<file path="config.mk">
export PLATFORM = sky130hd
export DESIGN_NAME = fetch_pc_unit
export DESIGN_NICKNAME = d
export VERILOG_FILES = /design/src/rtl/fetch_pc_unit.sv
export SDC_FILE = /design/constraint.sdc
export NUM_CORES = 1
export LEC_CHECK = 0
export BUFFER_PORTS_ARGS = -buffer_cell sky130_fd_sc_hd__buf_2
export CORE_MARGIN = 8
export CORE_UTILIZATION = 43
export CTS_CLUSTER_SIZE = 40
export DETAILED_ROUTE_END_ITERATION = 16
export MAX_ROUTING_LAYER = met4
export PLACE_DENSITY = 0.73
export SKIP_CTS_REPAIR_TIMING = 1
export SKIP_LAST_GASP = 1
export SLEW_MARGIN = 20
export SYNTH_ARGS = -nofsm -noshare
export SYNTH_HDL_FRONTEND = slang
export SYNTH_SLANG_ARGS = --single-unit
</file>
<file path="constraint.sdc">
create_clock -name clk -period 2.2 [get_ports clk]
set_input_delay 0.44 -clock clk [delete_from_list [all_inputs] [get_ports clk]]
set_output_delay 0.44 -clock clk [all_outputs]
set_load 0.005 [all_outputs]
</file>
<file path="src/rtl/fetch_pc_unit.sv">
// ---------------------------------------------------------------------------
// fetch_pc_unit
//
// Program-counter stage for the MIPS fetch path. Owns next-PC selection:
// sequential increment, branch/jump redirect, exception vector, stall hold,
// halt/resume, misaligned-target trapping and a fetch-valid qualifier.
//
// Ports:
//   clk          in   clock, all state updates on the rising edge
//   rst          in   synchronous active-high reset
//   stall        in   hold pc and fetch_valid (hazard unit)
//   halt         in   enter HALT at the next edge
//   resume       in   leave HALT at the next edge
//   exc          in   exception redirect to EXC_VEC
//   br_taken     in   branch redirect request
//   br_target    in   branch target [ADDR_W]
//   jmp          in   jump redirect request
//   jmp_target   in   jump target [ADDR_W]
//   pc           out  current fetch PC [ADDR_W]
//   pc_inc       out  pc + INC (combinational, wraps mod 2^ADDR_W)
//   fetch_valid  out  pc is a real fetch; low means bubble
//   redirect     out  registered pulse: pc came from a non-sequential source
//   misalign_err out  registered pulse: redirect target was not INC-aligned
//
// Optional feature macro FETCH_PERF_EN adds:
//   fetch_cnt    out  [31:0] edges with fetch_valid=1 and stall=0
//   redir_cnt    out  [31:0] edges that set redirect
// ---------------------------------------------------------------------------
module fetch_pc_unit #(
    parameter int          ADDR_W    = 32,
    parameter logic [31:0] RESET_VEC = 32'h0000_0000,
    parameter logic [31:0] EXC_VEC   = 32'h0000_0080,
    parameter int          INC       = 4
) (
    input  logic              clk,
    input  logic              rst,
    input  logic              stall,
    input  logic              halt,
    input  logic              resume,
    input  logic              exc,
    input  logic              br_taken,
    input  logic [ADDR_W-1:0] br_target,
    input  logic              jmp,
    input  logic [ADDR_W-1:0] jmp_target,
    output logic [ADDR_W-1:0] pc,
    output logic [ADDR_W-1:0] pc_inc,
    output logic              fetch_valid,
    output logic              redirect,
    output logic              misalign_err
`ifdef FETCH_PERF_EN
    ,
    output logic [31:0]       fetch_cnt,
    output logic [31:0]       redir_cnt
`endif
);

    localparam logic [ADDR_W-1:0] RESET_PC   = ADDR_W'(RESET_VEC);
    localparam logic [ADDR_W-1:0] EXC_PC     = ADDR_W'(EXC_VEC);
    localparam logic [ADDR_W-1:0] INC_W      = ADDR_W'(INC);
    // Low address bits that must be zero for an aligned target. With INC=1
    // the mask is empty, which disables the alignment check entirely.
    localparam logic [ADDR_W-1:0] ALIGN_MASK = ADDR_W'(INC - 1);

    typedef enum logic [1:0] {
        ST_BOOT = 2'd0,
        ST_RUN  = 2'd1,
        ST_HALT = 2'd2
    } state_t;

    state_t            state_q, state_d;
    logic [ADDR_W-1:0] pc_q, pc_d;
    logic              fetch_valid_q, fetch_valid_d;
    logic              redirect_q, redirect_d;
    logic              misalign_q, misalign_d;

    logic br_misaligned;
    logic jmp_misaligned;

    assign pc_inc         = pc_q + INC_W;
    assign br_misaligned  = |(br_target & ALIGN_MASK);
    assign jmp_misaligned = |(jmp_target & ALIGN_MASK);

    always_comb begin
        state_d       = state_q;
        pc_d          = pc_q;
        fetch_valid_d = fetch_valid_q;
        redirect_d    = 1'b0;
        misalign_d    = 1'b0;

        case (state_q)
            ST_BOOT: begin
                // Single bubble cycle, then the reset PC becomes a real fetch.
                state_d       = ST_RUN;
                fetch_valid_d = 1'b1;
            end

            ST_RUN: begin
                if (exc) begin
                    pc_d          = EXC_PC;
                    redirect_d    = 1'b1;
                    fetch_valid_d = 1'b1;
                end else if (br_taken) begin
                    redirect_d    = 1'b1;
                    fetch_valid_d = 1'b1;
                    if (br_misaligned) begin
                        pc_d       = EXC_PC;
                        misalign_d = 1'b1;
                    end else begin
                        pc_d = br_target;
                    end
                end else if (jmp) begin
                    redirect_d    = 1'b1;
                    fetch_valid_d = 1'b1;
                    if (jmp_misaligned) begin
                        pc_d       = EXC_PC;
                        misalign_d = 1'b1;
                    end else begin
                        pc_d = jmp_target;
                    end
                end else if (halt) begin
                    state_d       = ST_HALT;
                    fetch_valid_d = 1'b0;
                end else if (!stall) begin
                    pc_d          = pc_inc;
                    fetch_valid_d = 1'b1;
                end
                // stall alone: pc, fetch_valid and state keep their values.
            end

            ST_HALT: begin
                fetch_valid_d = 1'b0;
                if (exc) begin
                    state_d       = ST_RUN;
                    pc_d          = EXC_PC;
                    redirect_d    = 1'b1;
                    fetch_valid_d = 1'b1;
                end else if (resume) begin
                    // Resume wins over a simultaneous halt; refetch held pc.
                    state_d       = ST_RUN;
                    fetch_valid_d = 1'b1;
                end
            end

            default: begin
                state_d       = ST_BOOT;
                fetch_valid_d = 1'b0;
            end
        endcase
    end

    always_ff @(posedge clk) begin
        if (rst) begin
            state_q       <= ST_BOOT;
            pc_q          <= RESET_PC;
            fetch_valid_q <= 1'b0;
            redirect_q    <= 1'b0;
            misalign_q    <= 1'b0;
        end else begin
            state_q       <= state_d;
            pc_q          <= pc_d;
            fetch_valid_q <= fetch_valid_d;
            redirect_q    <= redirect_d;
            misalign_q    <= misalign_d;
        end
    end

    assign pc           = pc_q;
    assign fetch_valid  = fetch_valid_q;
    assign redirect     = redirect_q;
    assign misalign_err = misalign_q;

`ifdef FETCH_PERF_EN
    logic [31:0] fetch_cnt_q;
    logic [31:0] redir_cnt_q;

    always_ff @(posedge clk) begin
        if (rst) begin
            fetch_cnt_q <= 32'd0;
            redir_cnt_q <= 32'd0;
        end else begin
            if (fetch_valid_q && !stall) begin
                fetch_cnt_q <= fetch_cnt_q + 32'd1;
            end
            if (redirect_d) begin
                redir_cnt_q <= redir_cnt_q + 32'd1;
            end
        end
    end

    assign fetch_cnt = fetch_cnt_q;
    assign redir_cnt = redir_cnt_q;
`endif

endmodule

</file>
==> impl_metrics.yaml, run 1 <==
synth:
  post_synth_instance_area_um2: 3060
  synth-seq-cells: 37
  post-synth-top-count-cell: "sky130_fd_sc_hd__nand2_1"
  synth.top_cells.by_count: "47 x sky130_fd_sc_hd__nand2_1, 38 x sky130_fd_sc_hd__nor2_1, 37 x sky130_fd_sc_hd__dfxtp_1, 29 x sky130_fd_sc_hd__clkbuf_1, 23 x sky130_fd_sc_hd__nand3_1"
  syn-instance-count: 423
  netlist-cell-type-count: 59
  synth_top_area_frac: 0.242
  synth.yosys.seq_area_share: 0.242
  post_synth.cell_area_avg_um2: 7.22
  synth_area_leader_cell: "sky130_fd_sc_hd__dfxtp_1"
  synth_edf_count: 0
  synthesis.yosys.warnings: 0
  synth_async_sr_flop_share: 0
  synth_fp_nets: 500
  synth_flop_cell: "sky130_fd_sc_hd__dfxtp_1"
  ys_top_cells_by_area: "sky130_fd_sc_hd__dfxtp_1 24%, sky130_fd_sc_hd__nand2_1 5.8%, sky130_fd_sc_hd__xnor2_1 5.2%, sky130_fd_sc_hd__nor2_1 4.7%, sky130_fd_sc_hd__nand3_1 3.8%"
floorplanning:
  num_rows: 30
  height_of_the_die_um: 100
  design.core.area_um2: 6830
  design.die.area_um2: 10100
  initial_core_utilization: 0.447
  die_x_um: 100
  design.portCount: 139
route:
  remaining_drc_errors: 0
  route.final.wire_length_mm: 13.9
  firstDrtPassIters: 8
  vias_after_detailed_routing: 4215
  drt_iter0_drc: 326
  drt-vias-per-instance: 5.85
  wire_per_inst_um: 19.3
  drt.antenna.violating_nets: 0
sta:
  timing.final.crit_share: 1.16
  finalSetupViolations: 17
  final.hold.worst_slack_ps: 419
  tightestPinTransition_ps: 454
  finalWorstSetupSlack_ps: -346
  clock_period_minus_worst_slack_ps: 2550
  hold_viol: 0
  max-slew-margin-rel: 0.694
  grt_setup_unrepaired: "yes"
  clock.fmax_mhz: 393
  final.setup_skew_ps: 12.4
  timing.final.max_slew_violations: 0
cts:
  cts_bufs_inserted: 5
  number_of_buffers_on_the_longest_clock_path: 2
  htreeDepth: 2
  clock-sinks: 37
  cts_tree: "done"
  clockRootBuffer: "sky130_fd_sc_hd__clkbuf_8"
  clkTransAtPathRegs_ps: 70
  clock_insertion_delay_worst_skew_ps: 300
placed_design:
  detailed_place_hpwl_mm: 10.5
  portBuffers: 138
  routabilityCongestion: 0.936
pwr:
  standby_leakage_power_nw: 2.39
  report.power.total_w: 0.00273
  ir_worst_vdd_mv: 0.304
  power_density_nw_per_um2: 557
final_layout:
  antennaDiodeCount: 0
  final_net_count: 701
  layout-drive-gt1-share: 0.474
  final_core_utilization: 0.717
  areaGrowthSynthToFinish_pct: 60.4
worst_setup_path:
  worstSetupStartpointType: "flop"
  worst-endpoint-arrival_ps: 2110
  cp_max_fo: 5
  crit_type: "reg2out"
  end_kind: "output pin"
  worst_ep_required_time_ps: 1760
run_status:
  violations_in_the_final_reports: "negative setup slack"
  outcome: "finished, violations left"
global_route:
  globalRouteTotalUtil: 0.267
  grt_antenna_before_repair: 0
  wire_length_of_the_first_global_routing_pass_mm: 20.9
  first_global_vias: 4015
  grt.overflow.total: 0
  grt_max_degree: 44
flow_run:
  max-cap-violations: 0
worst_hold_path:
  hold_path_class: "in2reg"
path summary, 6_finish.rpt:
check | from | endpoint | slack [ps] | depth (start not counted)
setup / recovery | pc[12] | pc_inc[21] | -350 | 5
hold / removal | br_target[7] | pc[7] | 420 | 3
setup reg to reg | pc[3] | pc[18] | 20 | 9
hold reg to reg | fetch_valid | fetch_valid | 460 | 2
layer usage:
| layer | part of all wire | GRT usage |
|---|---|---|
| met1 | 0.41 | 0.321 |
| met2 | 0.47 | 0.439 |
| met3 | 0.089 | 0.0429 |
| met4 | 0.032 | 0.0953 |
| met5 | 0 | - |
layout by cell type (no fill, tap or decap), drive strengths merged, types with 9 or more instances in the layout:
cell type  count
buf          232
nand2         47
nor2          38
dfxtp         37
nand3         23
a21oi         21
o21ai         18
xnor2         18
inv           14
nand2b        11
nand4         11
nor3          11
a221oi        10
or4            9
worst max-delay path: stages (launching register included):
cell	delay, ps
sky130_fd_sc_hd__dfxtp_2	350
sky130_fd_sc_hd__nand4_4	160
sky130_fd_sc_hd__or4_4	590
sky130_fd_sc_hd__or4_4	530
sky130_fd_sc_hd__nand2_2	70
sky130_fd_sc_hd__buf_2	100
sequential cells by signal, summed over array words and instances (netlist names):
register,flops
state_q,2
redirect,1
pc,32
misalign_err,1
fetch_valid,1
through the flow:
step | instances | area (um^2) | setup slack (ps) | TNS [ps]
after global routing | 721 | 4900 | -405 | -4660
after detailed placement | 696 | 4390 | -78.3 | -98.6
final | 721 | 4900 | -346 | -3000
after CTS | 704 | 4510 | -410 | -3310
after global placement | 696 | 4390 | -63.9 | -81.9
after floorplan | 423 | 3150 | -30.4 | -30.4
kinds of logic after synthesis:
logic type / Yosys count / share of synthesized area
multiplexers: 2 / 0.00655
adder cells (fa/ha/maj): 5 / 0.0205
XOR/XNOR: 26 / 0.0745
AND/OR/NAND/NOR: 186 / 0.313
buffers and inverters: 52 / 0.0684
flip-flops: 37 / 0.242
AO/OA/AOI/OAI: 115 / 0.275
where the power goes:
part | leakage (nW) | switching (W) | internal, W
Combinational | 2.02 | 0.000699 | 0.000574
Clock | 0.0574 | 0.000281 | 0.000369
Sequential | 0.307 | 0.0000593 | 0.000748
layout make-up:
type / instances / area, um^2
multi-input combinational: 334 / 2380
fill: 547 / 1930
timing repair buffer: 232 / 1470
sequential: 37 / 762
tap: 96 / 120
clock buffer: 6 / 82.6
inverter: 14 / 52.6
clock inverter: 2 / 37.5
Note: power is estimated with default switching activity, not from simulation.
==> run 2: changes to the inputs <==
ABC_AREA = 1   (was unset)
CORE_UTILIZATION = 45   (was 43)
PLACE_DENSITY = 0.74   (was 0.73)
==> impl_metrics.yaml, run 2 <==
synth:
  synth_fp_nets: 678
  synth_top_area_frac: 0.218
  synth-seq-cells: 37
  post-synth-top-count-cell: "sky130_fd_sc_hd__nand2_1"
  synth_flop_cell: "sky130_fd_sc_hd__dfxtp_1"
  ys_top_cells_by_area: "sky130_fd_sc_hd__nand2_1 22%, sky130_fd_sc_hd__dfxtp_1 21%, sky130_fd_sc_hd__nor2_1 8.5%, sky130_fd_sc_hd__nand3_1 7.2%, sky130_fd_sc_hd__inv_1 6.7%"
  synth_edf_count: 0
  synthesis.yosys.warnings: 0
  post_synth.cell_area_avg_um2: 5.75
  post_synth_instance_area_um2: 3460
  syn-instance-count: 601
  synth_async_sr_flop_share: 0
  synth.top_cells.by_count: "201 x sky130_fd_sc_hd__nand2_1, 78 x sky130_fd_sc_hd__nor2_1, 62 x sky130_fd_sc_hd__inv_1, 50 x sky130_fd_sc_hd__nand3_1, 37 x sky130_fd_sc_hd__dfxtp_1"
  netlist-cell-type-count: 37
  synth_area_leader_cell: "sky130_fd_sc_hd__nand2_1"
  synth.yosys.seq_area_share: 0.214
worst_setup_path:
  slowest_cell_on_crit_path: "sky130_fd_sc_hd__dfxtp_2"
  capture_point_of_the_worst_path: "pc_inc[15]"
  crit_type: "reg2out"
  critPathMostFrequentCell: "sky130_fd_sc_hd__nor2_4"
  worst-endpoint-arrival_ps: 1660
  end_kind: "output pin"
  timing.critical_path.cells: "nand2_2 > nor2_4 > nand2_4 > nor2_4 > nand2_1 > and2_1 > buf_2"
  reg2reg_slack_ps: 280
  crit-reg2reg-capture: "pc[11]"
  cp_max_fo: 6
  r2r-start: "state_q[0]"
  timing.reg2reg.worst_path_depth: 9
  worst_ep_required_time_ps: 1760
  slowest_delay_ps: 400
  worstSetupStartpointType: "flop"
  worstSetupStartpoint: "pc[4]"
route:
  firstDrtPassIters: 4
  route.final.wire_length_mm: 11.6
  drt_iter0_drc: 149
  wire_per_inst_um: 13.9
  drt.antenna.violating_nets: 0
  vias_after_detailed_routing: 4095
  drt-vias-per-instance: 4.89
  remaining_drc_errors: 0
final_layout:
  mostFrequentLayoutCell: "sky130_fd_sc_hd__nand2_1"
  layout-drive-gt1-share: 0.346
  most-common-layout-cells: "199 x sky130_fd_sc_hd__nand2_1, 138 x sky130_fd_sc_hd__buf_2, 71 x sky130_fd_sc_hd__nor2_1"
  final_core_utilization: 0.588
  largest_register_ff_count: 32
  final_net_count: 812
  areaGrowthSynthToFinish_pct: 28.7
  antennaDiodeCount: 0
  finalInstanceArea_um2: 4450
  final_cell_count_no_fill: 838
sta:
  grt_setup_unrepaired: "yes"
  finalWorstSetupSlack_ps: 95.6
  timing.final.crit_share: 0.957
  clock.fmax_mhz: 475
  clock_period_minus_worst_slack_ps: 2100
  final.setup_skew_ps: 6.47
  max-slew-margin-rel: 0.712
  tightestPinTransition_ps: 432
  hold_viol: 0
  finalSetupViolations: 0
  timing.final.max_slew_violations: 0
  final.hold.worst_slack_ps: 418
global_route:
  grt_max_degree: 29
  first_global_vias: 4164
  globalRouteTotalUtil: 0.218
  wire_length_of_the_first_global_routing_pass_mm: 19.4
  grt.overflow.total: 0
  grt_antenna_before_repair: 0
cts:
  cts_bufs_inserted: 5
  number_of_buffers_on_the_longest_clock_path: 2
  clock_insertion_delay_worst_skew_ps: 300
  clkTransAtPathRegs_ps: 90
  htreeDepth: 2
  cts_tree: "done"
  clockRootBuffer: "sky130_fd_sc_hd__clkbuf_8"
  clock-sinks: 37
placed_design:
  detailed_place_hpwl_mm: 9.34
  setup_slack_at_placement_ps: 212
  post-place-cells: 827
  routabilityCongestion: 0.904
  portBuffers: 138
  placedInstanceArea_um2: 4200
pwr:
  standby_leakage_power_nw: 2.20
  clock_power_share: 0.173
  power_density_nw_per_um2: 660
  p_int_w: 0.00162
  ir_worst_vdd_mv: 0.487
  total_switching_power_w: 0.00132
  switching_share: 0.448
  seq_pwr_share: 0.358
  power.share.combinational: 0.469
worst_hold_path:
  hold_path_class: "in2reg"
floorplanning:
  initial_core_utilization: 0.457
  height_of_the_die_um: 104
  design.core.area_um2: 7570
  design.die.area_um2: 10700
  die_x_um: 104
  num_rows: 32
  design.portCount: 139
run_status:
  outcome: "complete, no violations"
flow_run:
  max-cap-violations: 0
## run 2: cell types whose count changed after synthesis, moves of 10 or more
cell                       delta
sky130_fd_sc_hd__nand2_1    +154
sky130_fd_sc_hd__inv_1       +48
sky130_fd_sc_hd__nor2_1      +40
sky130_fd_sc_hd__nand3_1     +27
sky130_fd_sc_hd__clkbuf_1    -22
sky130_fd_sc_hd__nor2_2      +21
sky130_fd_sc_hd__xnor2_1     -17
sky130_fd_sc_hd__a21oi_2     +12
sky130_fd_sc_hd__nand2b_1    -11
sky130_fd_sc_hd__nor3_1      -10
## run 2: how the worst min path moves through the flow
stage	depth (start not counted)	endpoint	startpoint
5_1_grt	2	misalign_err	exc
6_report	2	misalign_err	exc
2_1_floorplan	2	pc[0]	pc[0]
3_3_place_gp	2	pc[0]	pc[0]
4_1_cts	2	misalign_err	exc
3_5_place_dp	2	pc[0]	pc[0]
## run 2: cell families (layout without fill, tap and decap cells)
group | after synthesis | in the layout | share of synthesized area
compound gates | 73 | 73 | 0.135
xor+xnor | 4 | 4 | 0.0101
fa+ha+maj | 5 | 5 | 0.0181
buf+inv | 91 | 226 | 0.115
flops | 37 | 37 | 0.214
simple gates | 391 | 391 | 0.508
## run 2: power by group through the flow
stage	logic [W]	clock network (W)	registers [W]
global placement	0.00135	0	0.00101
finish	0.00138	0.000507	0.00105
detailed placement	0.00137	0	0.00102
floorplan	0.000877	0	0.000984
global route	0.00154	0.000548	0.00108
CTS	0.00137	0.000518	0.00101
## run 2: cell type report
class                           instances  area, um^2
Fill cell                             759        3120
Multi-Input combinational cell        473        2410
Sequential cell                        37         785
Timing Repair Buffer                  149         773
Inverter                               69         262
Tap cell                              102         128
Clock buffer                            5        68.8
Clock inverter                          3        22.5
## run 2: metrics by stage
step           TNS (ps)  power, W
2_1_floorplan         0   0.00186
3_3_place_gp          0   0.00236
3_5_place_dp          0   0.00239
4_1_cts            -755   0.00289
5_1_grt           -16.2   0.00316
6_report              0   0.00294
## run 2: metal layers
metal,GRT usage,part of all wire
met3,0.0496,0.055
met5,-,0
met2,0.368,0.48
met1,0.244,0.44
met4,0.0900,0.024
## run 2: critical path, delay by kind of cell, from the launching register on
family | cells | cell delay (ps)
flip-flops | 1 | 400
AND/OR/NAND/NOR | 6 | 840
buffers and inverters | 1 | 130
